File: config.mk
export PLATFORM = sky130hd
export DESIGN_NAME = multi_step_sequencer
export DESIGN_NICKNAME = d
export VERILOG_FILES = /design/src/rtl/multi_seq_pkg.sv /design/src/rtl/multi_perf_cnt.sv /design/src/rtl/multi_step_sequencer.sv
export SDC_FILE = /design/constraint.sdc
export NUM_CORES = 1
export LEC_CHECK = 0
export BUFFER_PORTS_ARGS = -buffer_cell sky130_fd_sc_hd__buf_2
export CAP_MARGIN = 20
export CORE_ASPECT_RATIO = 1.5
export CORE_UTILIZATION = 35
export DETAILED_ROUTE_END_ITERATION = 10
export GPL_ROUTABILITY_DRIVEN = 0
export SETUP_SLACK_MARGIN = 0.3
export SLEW_MARGIN = 20
export SYNTH_ARGS = -nofsm -noshare
export SYNTH_HDL_FRONTEND = slang
export SYNTH_HIERARCHICAL = 1
export SYNTH_SLANG_ARGS = --single-unit
File: constraint.sdc
create_clock -name clk -period 5.75 [get_ports clk]
set_input_delay 1.15 -clock clk [delete_from_list [all_inputs] [get_ports clk]]
set_output_delay 1.15 -clock clk [all_outputs]
set_load 0.05 [all_outputs]
File: src/rtl/multi_seq_pkg.sv
// Shared constants, mode type and opcode legality check for the multicycle step sequencer.
package multi_seq_pkg;

  localparam logic [2:0] ST_FETCH  = 3'd0;
  localparam logic [2:0] ST_DECODE = 3'd1;

  localparam logic [5:0] OP_RTYPE = 6'b000000;
  localparam logic [5:0] OP_LW    = 6'b100011;
  localparam logic [5:0] OP_SW    = 6'b101011;
  localparam logic [5:0] OP_BEQ   = 6'b000100;
  localparam logic [5:0] OP_ADDI  = 6'b001000;
  localparam logic [5:0] OP_J     = 6'b000010;
  localparam logic [5:0] OP_HALT  = 6'b111111;

  typedef enum logic [1:0] {
    ModeRun,
    ModeHalt,
    ModeTrap
  } mode_e;

  // True for every opcode the datapath implements, HALT included.
  function automatic logic op_legal(input logic [5:0] op);
    logic legal;
    case (op)
      OP_RTYPE, OP_LW, OP_SW, OP_BEQ, OP_ADDI, OP_J, OP_HALT: legal = 1'b1;
      default:                                                 legal = 1'b0;
    endcase
    return legal;
  endfunction

endpackage

File: src/rtl/multi_perf_cnt.sv
// Free-running wrap-around event counter with synchronous active-low reset.
module multi_perf_cnt #(
  parameter int unsigned CNT_W = 32
) (
  input  logic             clk,
  input  logic             rst_n,
  input  logic             inc,
  output logic [CNT_W-1:0] count
);

  logic [CNT_W-1:0] count_q, count_d;

  // Next count: bump by one on each qualifying cycle, wrapping naturally.
  always_comb begin
    count_d = count_q;
    if (inc) begin
      count_d = count_q + CNT_W'(1);
    end
  end

  // Count register.
  always_ff @(posedge clk) begin
    if (!rst_n) begin
      count_q <= '0;
    end else begin
      count_q <= count_d;
    end
  end

  assign count = count_q;

endmodule

File: src/rtl/multi_step_sequencer.sv
// Step sequencer for the multicycle MIPS core: step index, memory stalls, HALT/trap handling
// and performance counters.
module multi_step_sequencer
  import multi_seq_pkg::*;
#(
  parameter int unsigned CNT_W    = 32,
  parameter logic [2:0]  MAX_STEP = 3'd4,
  parameter logic [5:0]  HALT_OP  = 6'b111111
) (
  input  logic             clk,
  input  logic             rst_n,
  input  logic             en,
  input  logic [5:0]       op,
  input  logic             next_ins,
  input  logic             mem_access,
  input  logic             mem_ready,
  output logic [2:0]       state,
  output logic             step_en,
  output logic             halted,
  output logic             illegal,
  output logic [CNT_W-1:0] instr_count,
  output logic [CNT_W-1:0] cycle_count,
  output logic [CNT_W-1:0] stall_count
);

  logic [2:0] state_q, state_d;
  mode_e      mode_q, mode_d;
  logic       halted_q, halted_d;
  logic       illegal_q, illegal_d;

  logic run, stall, is_halt, is_bad, at_decode, dec_stop, instr_inc;

  // Step qualification; purely combinational so the datapath sees it in the same cycle.
  always_comb begin
    run       = en & (mode_q == ModeRun);
    stall     = run & mem_access & ~mem_ready;
    is_halt   = (op == HALT_OP);
    is_bad    = ~(op_legal(op) | is_halt);
    at_decode = (state_q == ST_DECODE);
    dec_stop  = at_decode & (is_halt | is_bad);
    step_en   = run & ~stall & ~dec_stop;
  end

  // Next-state: decode check takes priority, then the normal step / retire / overrun path.
  always_comb begin
    state_d   = state_q;
    mode_d    = mode_q;
    halted_d  = halted_q;
    illegal_d = illegal_q;
    instr_inc = 1'b0;
    if (run && at_decode && is_halt) begin
      // HALT retires as an instruction and parks the step index at FETCH.
      mode_d    = ModeHalt;
      halted_d  = 1'b1;
      instr_inc = 1'b1;
      state_d   = ST_FETCH;
    end else if (run && at_decode && is_bad) begin
      mode_d    = ModeTrap;
      illegal_d = 1'b1;
    end else if (step_en) begin
      if (next_ins) begin
        state_d   = ST_FETCH;
        instr_inc = 1'b1;
      end else if (state_q == MAX_STEP) begin
        // Ran past the last legal step without an end-of-instruction flag.
        mode_d    = ModeTrap;
        illegal_d = 1'b1;
      end else begin
        state_d = state_q + 3'd1;
      end
    end
  end

  // Sequencer FSM register: step index, mode and sticky flags.
  always_ff @(posedge clk) begin
    if (!rst_n) begin
      state_q   <= ST_FETCH;
      mode_q    <= ModeRun;
      halted_q  <= 1'b0;
      illegal_q <= 1'b0;
    end else begin
      state_q   <= state_d;
      mode_q    <= mode_d;
      halted_q  <= halted_d;
      illegal_q <= illegal_d;
    end
  end

  assign state   = state_q;
  assign halted  = halted_q;
  assign illegal = illegal_q;

  multi_perf_cnt #(
    .CNT_W(CNT_W)
  ) u_instr_cnt (
    .clk  (clk),
    .rst_n(rst_n),
    .inc  (instr_inc),
    .count(instr_count)
  );

  multi_perf_cnt #(
    .CNT_W(CNT_W)
  ) u_cycle_cnt (
    .clk  (clk),
    .rst_n(rst_n),
    .inc  (run),
    .count(cycle_count)
  );

  multi_perf_cnt #(
    .CNT_W(CNT_W)
  ) u_stall_cnt (
    .clk  (clk),
    .rst_n(rst_n),
    .inc  (stall),
    .count(stall_count)
  );

endmodule

==> results of run 1 <==
-- path summary, 6_finish.rpt --
kind | cells after the start | from | slack (ns) | end
worst max-delay path | 9 | op[0] | 1.74 | u_instr_cnt/count[26]
worst min-delay path | 2 | u_stall_cnt/count[31] | 0.47 | u_stall_cnt/count[31]
worst max register to register | 7 | mode_q[1] | 2.46 | u_instr_cnt/count[26]
worst min register to register | 2 | u_stall_cnt/count[31] | 0.47 | u_stall_cnt/count[31]
-- synthesized netlist by cell type (all sizes together), types with 7 or more instances --
master,count,area (um^2)
clkbuf,24,90.1
o21ai,12,60.1
xnor2,12,105
nand4,34,231
buf,12,109
inv,19,71.3
xor2,28,245
or3,12,75.1
a21oi,21,105
nor4,10,62.6
mux2i,13,130
and3,12,78.8
nand2b,32,200
and4,9,78.8
nand3,29,145
dfxtp,103,2060
or4,13,113
o31ai,9,67.6
o41ai,24,233
o311ai,24,233
nand2,43,161
nor2,46,173
nor3,7,35.0
-- worst max-delay path: cells and delay by family --
kind,cells,cell delay (ns)
and+or+nand+nor,4,1.58
AOI/OAI and AO/OA,4,1.36
buffers and inverters,1,0.12
-- cells by family after synthesis --
group	share of synthesized area [%]
xor+xnor	6.79
fa+ha+maj	1.45
compound gates	15.4
buf+inv	5.24
mux	2.52
flops	39.9
simple gates	28.6
-- layer usage --
metal  share of wire, %  up-vias
met5                  0        -
met4                2.0        0
met3                4.8       19
met2                 50      102
met1                 43     2295
li1                   -     2328
-- sequential cells by signal, indices dropped and copies added (netlist names) --
name and count:
u_cycle_cnt/count 32, u_instr_cnt/count 32, u_stall_cnt/count 32, state 3
mode_q 2, halted 1, illegal 1
-- placed cells by master (no fill, tap or decap), types with 2 or more instances in the layout --
| cell | synthesis | layout |
|---|---|---|
| nand3b_1 | 2 | 2 |
| nand3_1 | 29 | 29 |
| and4_1 | 9 | 9 |
| o21ai_0 | 12 | 12 |
| nor3_1 | 7 | 7 |
| nand2_1 | 43 | 43 |
| nand2b_1 | 32 | 32 |
| clkbuf_16 | 0 | 9 |
| o41ai_2 | 3 | 3 |
| inv_1 | 19 | 19 |
| mux2i_1 | 13 | 13 |
| xnor2_1 | 12 | 12 |
| o31ai_1 | 9 | 9 |
| and2_1 | 4 | 4 |
| nand4_2 | 3 | 3 |
| o311ai_0 | 15 | 15 |
| bufinv_16 | 0 | 2 |
| buf_2 | 6 | 113 |
| ha_1 | 6 | 6 |
| nor2_1 | 46 | 46 |
| nand4_1 | 31 | 31 |
| o21a_1 | 2 | 2 |
| or4_4 | 4 | 4 |
| o41ai_1 | 21 | 21 |
| a21oi_1 | 21 | 21 |
| and3_1 | 9 | 9 |
| o31a_1 | 2 | 2 |
| o311ai_1 | 6 | 6 |
| or3_1 | 12 | 12 |
| or4_1 | 9 | 9 |
| dfxtp_1 | 103 | 103 |
| o311ai_2 | 3 | 3 |
| nor3b_1 | 3 | 3 |
| nor4_1 | 10 | 10 |
| and3_2 | 3 | 3 |
| or2_1 | 3 | 3 |
| xor2_1 | 28 | 28 |
-- area by class of cell --
class | instances | area, um^2
Fill cell | 1474 | 8350
Multi-Input combinational cell | 422 | 2830
Sequential cell | 103 | 2060
Timing Repair Buffer | 114 | 573
Tap cell | 196 | 245
Clock buffer | 11 | 243
Clock inverter | 5 | 81.3
Inverter | 19 | 71.3
-- power by group through the flow --
| stage | clock network [uW] | logic [uW] | registers (uW) |
|---|---|---|---|
| final | 666 | 85.4 | 725 |
| after global routing | 711 | 93.3 | 726 |
| after CTS | 686 | 85.8 | 725 |
| after detailed placement | 0 | 85.1 | 742 |
| after global placement | 0 | 82.9 | 741 |
| after floorplan | 0 | 46.3 | 757 |
-- through the flow --
step | std cells | instance area [um^2]
global placement | 854 | 5780
detailed placement | 854 | 5780
CTS | 870 | 6110
finish | 870 | 6110
global route | 870 | 6110
floorplan | 580 | 5160
==> impl_metrics.json, run 1 <==
{
  "cts_made_buffers": 9,
  "ctsHoldBuffers": 0,
  "drt_wl_total_mm": 12.9,
  "comb_power_share_pct": 5.8,
  "cellLeakagePower_uw": 0.00238,
  "drtIter0Drc": 134,
  "totalPowerFinal_uw": 1480,
  "fp.dieH_um": 151,
  "worst_hold_path_type": "flip-flop to flip-flop",
  "grt_start_max_net_pins": 47,
  "path_max_fanout": 12,
  "tightestPinTransition_ns": 0.768,
  "vias": 4744,
  "io_pins": 114,
  "switching_share_pct": 23.0,
  "clock_latency_ns": 0.34,
  "via_per_inst": 5.45,
  "coreArea_um2": 14500,
  "syn_nets": 598,
  "grt_pass1_wl_mm": 20.8,
  "hold_viol_final": 0,
  "synth-seq-area-share_pct": 39.9,
  "critPathMaxStageDelay_ns": 0.54,
  "ys_ff_latch": 103,
  "top_usage_layer": "met2",
  "setup_ws_ns": 1.74,
  "post-place-ws_ns": 1.43,
  "clock-sinks": 103,
  "hpwlAfterDp_mm": 9.28,
  "crit_chain": "buf_2, or4_4, a31oi_4, nor2_1, o21bai_1, and4_1, nand4_1, o311ai_0, o41ai_1",
  "firstDrtPassIters": 4,
  "holdWs_ns": 0.471,
  "gr-usage-met1_pct": 19.2,
  "globalRouteMet2Util_pct": 29.8,
  "grt_pass1_vias": 4308,
  "maxSlewHeadroom_pct": 48.8,
  "setup_viol": 0,
  "worst_path_max_delay_cell": "or4_4",
  "synth.distinct_cells": 48,
  "antenna_cells": 0,
  "grt_use_total_pct": 17.0,
  "die_width_um": 101,
  "arrival_ns": 4.22,
  "clock_power_share_pct": 45.1,
  "power_density_nw_per_um2": 242,
  "post-route-util_pct": 42.2,
  "cts_htree_levels": 3,
  "p_sw_uw": 339,
  "start_util_pct": 35.7,
  "synth_warnings": 6,
  "cts_resized": 0,
  "required_ns": 5.96,
  "cp-end-kind": "flip-flop",
  "drc": 0,
  "critPathLaunchType": "primary input",
  "synth_top_flop_cell": "dfxtp_1",
  "drive_gt1_share_pct": 22.0,
  "synthArstFlopShare_pct": 0,
  "route.antenna.remaining_nets": 0,
  "gr-total-overflow": 0,
  "wl_per_cell_um": 14.9,
  "clockBufferDepth": 2,
  "postSynthCellCount": 580,
  "power.internal_uw": 1140,
  "rows": 54,
  "cts_tree": "built",
  "grt_setup_unrepaired": "no",
  "postCtsSetupBuffers": 0,
  "cts-root-buf": "clkbuf_16",
  "fin_setup_tns_ns": 0,
  "clk_pin_slew_ns": 0.07,
  "finalNetCount": 687,
  "antenna_found_initial": 0,
  "clock.fmax_ghz": 0.249,
  "maxSlewViolCount": 0,
  "avgSynthCellArea_um2": 8.90,
  "seq_power_share_pct": 49.1,
  "synthToLayoutAreaGrowth_pct": 18.3,
  "portBuffers": 113,
  "die_area_um2": 15200,
  "drv_cap": 0,
  "synthesis.area_um2": 5160,
  "grtUsageMet3_pct": 4.55,
  "synth_edf_count": 0,
  "finClkSkew_ns": 0.00658,
  "crit_type": "primary input to flip-flop",
  "min_period_ns": 4.01,
  "status": "finished, final reports clean",
  "peakVddDrop_mv": 0.165,
  "post-route-period-util_pct": 69.8
}
Note: power is estimated with default switching activity, not from simulation.
==> inputs of run 2 (changes only) <==
Clock period 5.75 ns to 3.85 ns, I/O delays scaled along.
==> impl_metrics.json, run 2 (same netlist as run 1, synthesis figures left out) <==
{
  "fillers": 1469,
  "synthToLayoutAreaGrowth_pct": 18.9,
  "cts_resized": 0,
  "route.antenna.remaining_nets": 0,
  "maxSlewHeadroom_pct": 56.2,
  "worst_path_max_delay_cell": "or4_4",
  "crit_type": "primary input to flip-flop",
  "peakVddDrop_mv": 0.173,
  "die_width_um": 101,
  "die_area_um2": 15200,
  "power_density_nw_per_um2": 358,
  "met3_length_um": 616,
  "clockBufferDepth": 2,
  "power.internal_uw": 1700,
  "hold_viol_final": 0,
  "met1_length_mm": 5.42,
  "clk_pin_slew_ns": 0.07,
  "totalPowerFinal_uw": 2200,
  "comb_power_share_pct": 5.9,
  "finClkSkew_ns": 0.0108,
  "cts_tree": "built",
  "path_max_fanout": 9,
  "min_period_ns": 3.14,
  "worst_hold_path_type": "flip-flop to flip-flop",
  "post-route-period-util_pct": 81.6,
  "seq_power_share_pct": 49.2,
  "antenna_cells": 0,
  "start_util_pct": 35.7,
  "ctsHoldBuffers": 0,
  "highest_layer": "met4",
  "cp-end-kind": "flip-flop",
  "io_pins": 114,
  "grt_pass1_vias": 4441,
  "clock_power_share_pct": 44.9,
  "firstDrtPassIters": 4,
  "hpwlAfterDp_mm": 9.42,
  "grt_setup_unrepaired": "no",
  "gr-total-overflow": 0,
  "fin_setup_tns_ns": 0,
  "layout_commonest_cell": "buf_2",
  "drtIter0Drc": 220,
  "finalNetCount": 691,
  "wl_per_cell_um": 14.8,
  "drv_cap": 0,
  "final_cell_mix": "buf_2, dfxtp_1, nor2_1, nand2_1, nand2b_1",
  "drc": 0,
  "status": "finished, final reports clean",
  "cts-root-buf": "clkbuf_16",
  "clock.fmax_ghz": 0.318,
  "met2_length_mm": 6.70,
  "fp.dieH_um": 151,
  "antenna_found_initial": 0,
  "setup_viol": 0,
  "clock-sinks": 103,
  "cts_htree_levels": 3,
  "vias": 4773,
  "required_ns": 4.12,
  "clock_latency_ns": 0.34,
  "via_per_inst": 5.46,
  "maxSlewViolCount": 0,
  "crit_chain": "buf_2, or4_4, a31oi_4, nor2_1, o21bai_1, and4_1, nand4_1, nor4_1, mux2i_1",
  "cellLeakagePower_uw": 0.00240,
  "arrival_ns": 3.41,
  "switching_share_pct": 22.7,
  "critPathMaxStageDelay_ns": 0.54,
  "critPathLaunchType": "primary input",
  "coreArea_um2": 14500,
  "postCtsSetupBuffers": 0,
  "portBuffers": 113,
  "rows": 54,
  "grt_pass1_wl_mm": 21.1,
  "drt_wl_total_mm": 13.0,
  "grt_use_total_pct": 17.3,
  "tightestPinTransition_ns": 0.656,
  "p_sw_uw": 499,
  "grt_start_max_net_pins": 42,
  "drive_gt1_share_pct": 22.4,
  "cts_made_buffers": 9
}
## run 2: per-stage QoR
stage | setup slack [ns] | cell area [um^2] | util [%] | cells | hold slack, ns
3_5_place_dp | 0.413 | 5810 | 40.2 | 858 | 0.460
4_1_cts | 0.752 | 6140 | 42.4 | 874 | 0.471
5_1_grt | 0.579 | 6140 | 42.4 | 874 | 0.485
2_1_floorplan | 0.745 | 5160 | - | 580 | 0.501
6_report | 0.708 | 6140 | 42.4 | 874 | 0.467
3_3_place_gp | 0.483 | 5810 | 40.2 | 858 | 0.449
## run 2: worst paths after layout
kind	startpoint	endpoint	slack (ns)	cells after the start
worst min-delay path	u_cycle_cnt/count[31]	u_cycle_cnt/count[31]	0.47	2
worst max register to register	mode_q[1]	u_stall_cnt/count[26]	1.04	8
worst max-delay path	op[0]	u_instr_cnt/count[31]	0.71	9
worst min register to register	u_cycle_cnt/count[31]	u_cycle_cnt/count[31]	0.47	2
## run 2: area by class of cell
cell class | count | area, um^2 | share of cell area (%)
Multi-Input combinational cell | 422 | 2830 | 46.1
Inverter | 19 | 71.3 | 1.16
Tap cell | 196 | 245 | 4.00
Timing Repair Buffer | 118 | 603 | 9.83
Clock inverter | 5 | 81.3 | 1.33
Sequential cell | 103 | 2060 | 33.6
Clock buffer | 11 | 243 | 3.96
## run 2: critical path, delay by kind of cell
family / cells / cell delay (ns)
mux: 1 / 0.24
buf+inv: 1 / 0.12
simple gates: 5 / 1.83
compound gates: 2 / 0.44
## run 2: routing by layer
layer / GRT usage [%] / vias up
li1: - / 2343
met1: 20.0 / 2272
met2: 30.9 / 140
met3: 3.16 / 18
met4: 7.10 / 0
met5: 0 / -
## run 2: power groups by stage
stage / sequential [uW] / clock, uW / combinational, uW
2_1_floorplan: 1130 / 0 / 69.1
3_3_place_gp: 1110 / 0 / 128
3_5_place_dp: 1110 / 0 / 131
4_1_cts: 1080 / 1020 / 132
5_1_grt: 1080 / 1070 / 142
6_report: 1080 / 987 / 130
==> inputs of run 3 (changes only) <==
Settings changed: ABC_AREA set to 1.
Clock period 3.85 ns to 3 ns, I/O delays scaled along.
==> impl_metrics.json, run 3 <==
{
  "status": "finished, final reports clean",
  "critPathMaxStageDelay_ns": 0.31,
  "fin_setup_tns_ns": 0,
  "ctsHoldBuffers": 0,
  "synth.distinct_cells": 30,
  "r2r_start": "mode_q[1]",
  "power.internal_uw": 2130,
  "via_per_inst": 4.76,
  "synth_warnings": 6,
  "tightestPinTransition_ns": 0.493,
  "critPathLaunchType": "flip-flop",
  "rrSetupSlack_ns": 0.70,
  "cts_made_buffers": 9,
  "worstHoldStart": "mode_q[0]",
  "clock.fmax_ghz": 0.429,
  "die_width_um": 107,
  "finalNetCount": 998,
  "ys_ff_latch": 103,
  "synthesis.area_um2": 5760,
  "cts_tree": "built",
  "holdWs_ns": 0.481,
  "crit_chain": "nor2_1, nand2_1, inv_2, o21ai_1, a21oi_4, buf_2",
  "cts-root-buf": "clkbuf_16",
  "drive_gt1_share_pct": 23.8,
  "netlist_top_cells_area": "dfxtp_1, nand2_1, nor2_1",
  "clock_power_share_pct": 43.8,
  "worst_path_max_delay_cell": "dfxtp_1",
  "maxSlewViolCount": 0,
  "grt_pass1_vias": 5231,
  "clock_latency_ns": 0.35,
  "fillers": 1796,
  "worst_hold_path_type": "flip-flop to flip-flop",
  "final_cell_mix": "nand2_1, nor2_1, buf_2, dfxtp_1, inv_1",
  "yosys.area.top_type": "dfxtp_1",
  "antenna_cells": 0,
  "comb_power_share_pct": 6.8,
  "fin_cells": 1191,
  "start_util_pct": 35.7,
  "cp-end-kind": "primary output",
  "drv_cap": 0,
  "hpwlAfterDp_mm": 11.2,
  "synth_top_area_share_pct": 35.8,
  "synthArstFlopShare_pct": 0,
  "drtIter0Drc": 155,
  "layout_commonest_cell": "nand2_1",
  "path_max_fanout": 9,
  "setup_viol": 0,
  "grt_use_total_pct": 17.8,
  "clock-sinks": 103,
  "grt_pass1_wl_mm": 24.2,
  "crit_type": "flip-flop to primary output",
  "post-route-period-util_pct": 77.7,
  "postSynthCellCount": 861,
  "die_area_um2": 17000,
  "grt_start_max_net_pins": 34,
  "synthToLayoutAreaGrowth_pct": 19.3,
  "whs_path_depth": 2,
  "hold_viol_final": 0,
  "io_pins": 114,
  "arrival_ns": 1.73,
  "vias": 5664,
  "syn_nets": 879,
  "post-synth-top-count-cell": "nand2_1",
  "route.antenna.remaining_nets": 0,
  "grt_setup_unrepaired": "no",
  "multiInputGateArea_um2": 3220,
  "p_sw_uw": 692,
  "cp.buffers_inverters": 2,
  "avgSynthCellArea_um2": 6.69,
  "synth_common_cells": "nand2_1, nor2_1, dfxtp_1",
  "clk_pin_slew_ns": 0.07,
  "synth-seq-area-share_pct": 35.8,
  "gr-total-overflow": 0,
  "peakVddDrop_mv": 0.210,
  "cellLeakagePower_uw": 0.00315,
  "required_ns": 2.40,
  "reg2reg_depth": 15,
  "postCtsSetupBuffers": 0,
  "drc": 0,
  "min_period_ns": 2.33,
  "power_density_nw_per_um2": 410,
  "cts_resized": 0,
  "fp.dieH_um": 159,
  "seq_power_share_pct": 49.4,
  "dp_cells": 1175,
  "drt_wl_total_mm": 14.8,
  "synth_edf_count": 0,
  "finClkSkew_ns": 0.00734,
  "firstDrtPassIters": 6,
  "antenna_found_initial": 0,
  "maxSlewHeadroom_pct": 67.1,
  "r2r_end": "u_instr_cnt/count[29]",
  "clockBufferDepth": 2,
  "wl_per_cell_um": 12.4,
  "holdPathEnd": "mode_q[0]",
  "cts_htree_levels": 3,
  "totalPowerFinal_uw": 2820,
  "portBuffers": 113,
  "coreArea_um2": 16100,
  "synth_top_flop_cell": "dfxtp_1",
  "seq_area_um2": 2060,
  "cp_top_family": "buffers and inverters",
  "switching_share_pct": 24.6,
  "rows": 57
}
-- run 3: cell types whose count changed after synthesis, sizes merged, moves of 24 or more --
cell,previous run,this run
xor2,28,0
o41ai,24,0
clkbuf,24,0
nand2b,32,0
nand2,43,224
a21oi,21,63
o311ai,24,0
nand3,29,75
nor2,46,197
inv,19,108
-- run 3: metal layers --
metal  track usage (%)  vias to the layer above  wire length, um
met3              1.88                       19              436
met1              19.7                     2565             6150
met2              33.4                      105             7860
li1                  -                     2975                -
met5                 0                        -                0
met4              8.09                        0              312
-- run 3: logic make-up after synthesis --
kind of cell,share of synthesized area [%]
flip-flops,35.8
AND/OR/NAND/NOR,44.0
buffers and inverters,8.34
XOR/XNOR,1.52
AO/OA/AOI/OAI,9.04
adder cells (fa/ha/maj),1.30
-- run 3: metrics by stage --
stage	utilization, %	worst slack [ns]	area (um^2)
after detailed placement	40.7	0.297	6560
after global routing	42.6	0.441	6870
after global placement	40.7	0.314	6560
final	42.6	0.668	6870
after floorplan	-	0.322	5760
after CTS	42.6	0.535	6870
-- run 3: cell type report --
cell class | instances | area share [%]
repair buffers | 117 | 8.67
clock buffers | 12 | 3.73
flip-flops and latches | 103 | 30.0
inverters | 111 | 6.18
well taps | 206 | 3.75
multi-input cells | 638 | 46.9
clock inverters | 4 | 0.783
-- run 3: worst min-delay path, stage by stage, from the launching register on --
cell	delay, ns
dfxtp_1	0.33
nor2_1	0.05
nor2_1	0.06
-- run 3: worst max path at each step --
stage	from	endpoint	slack, ns	cells after the start
after detailed placement	op[1]	u_instr_cnt/count[24]	0.30	15
after global placement	op[1]	u_instr_cnt/count[28]	0.31	15
after CTS	mode_q[1]	u_instr_cnt/count[29]	0.53	15
final	mode_q[1]	step_en	0.67	6
after floorplan	state[1]	u_instr_cnt/count[24]	0.32	15
after global routing	mode_q[1]	u_instr_cnt/count[28]	0.44	14
-- run 3: power by group through the flow --
| stage | registers [uW] | clock network [uW] | logic, uW |
|---|---|---|---|
| final | 1390 | 1230 | 191 |
| after global routing | 1390 | 1330 | 213 |
| after CTS | 1390 | 1280 | 194 |
| after global placement | 1420 | 0 | 192 |
| after detailed placement | 1420 | 0 | 194 |
| after floorplan | 1460 | 0 | 106 |
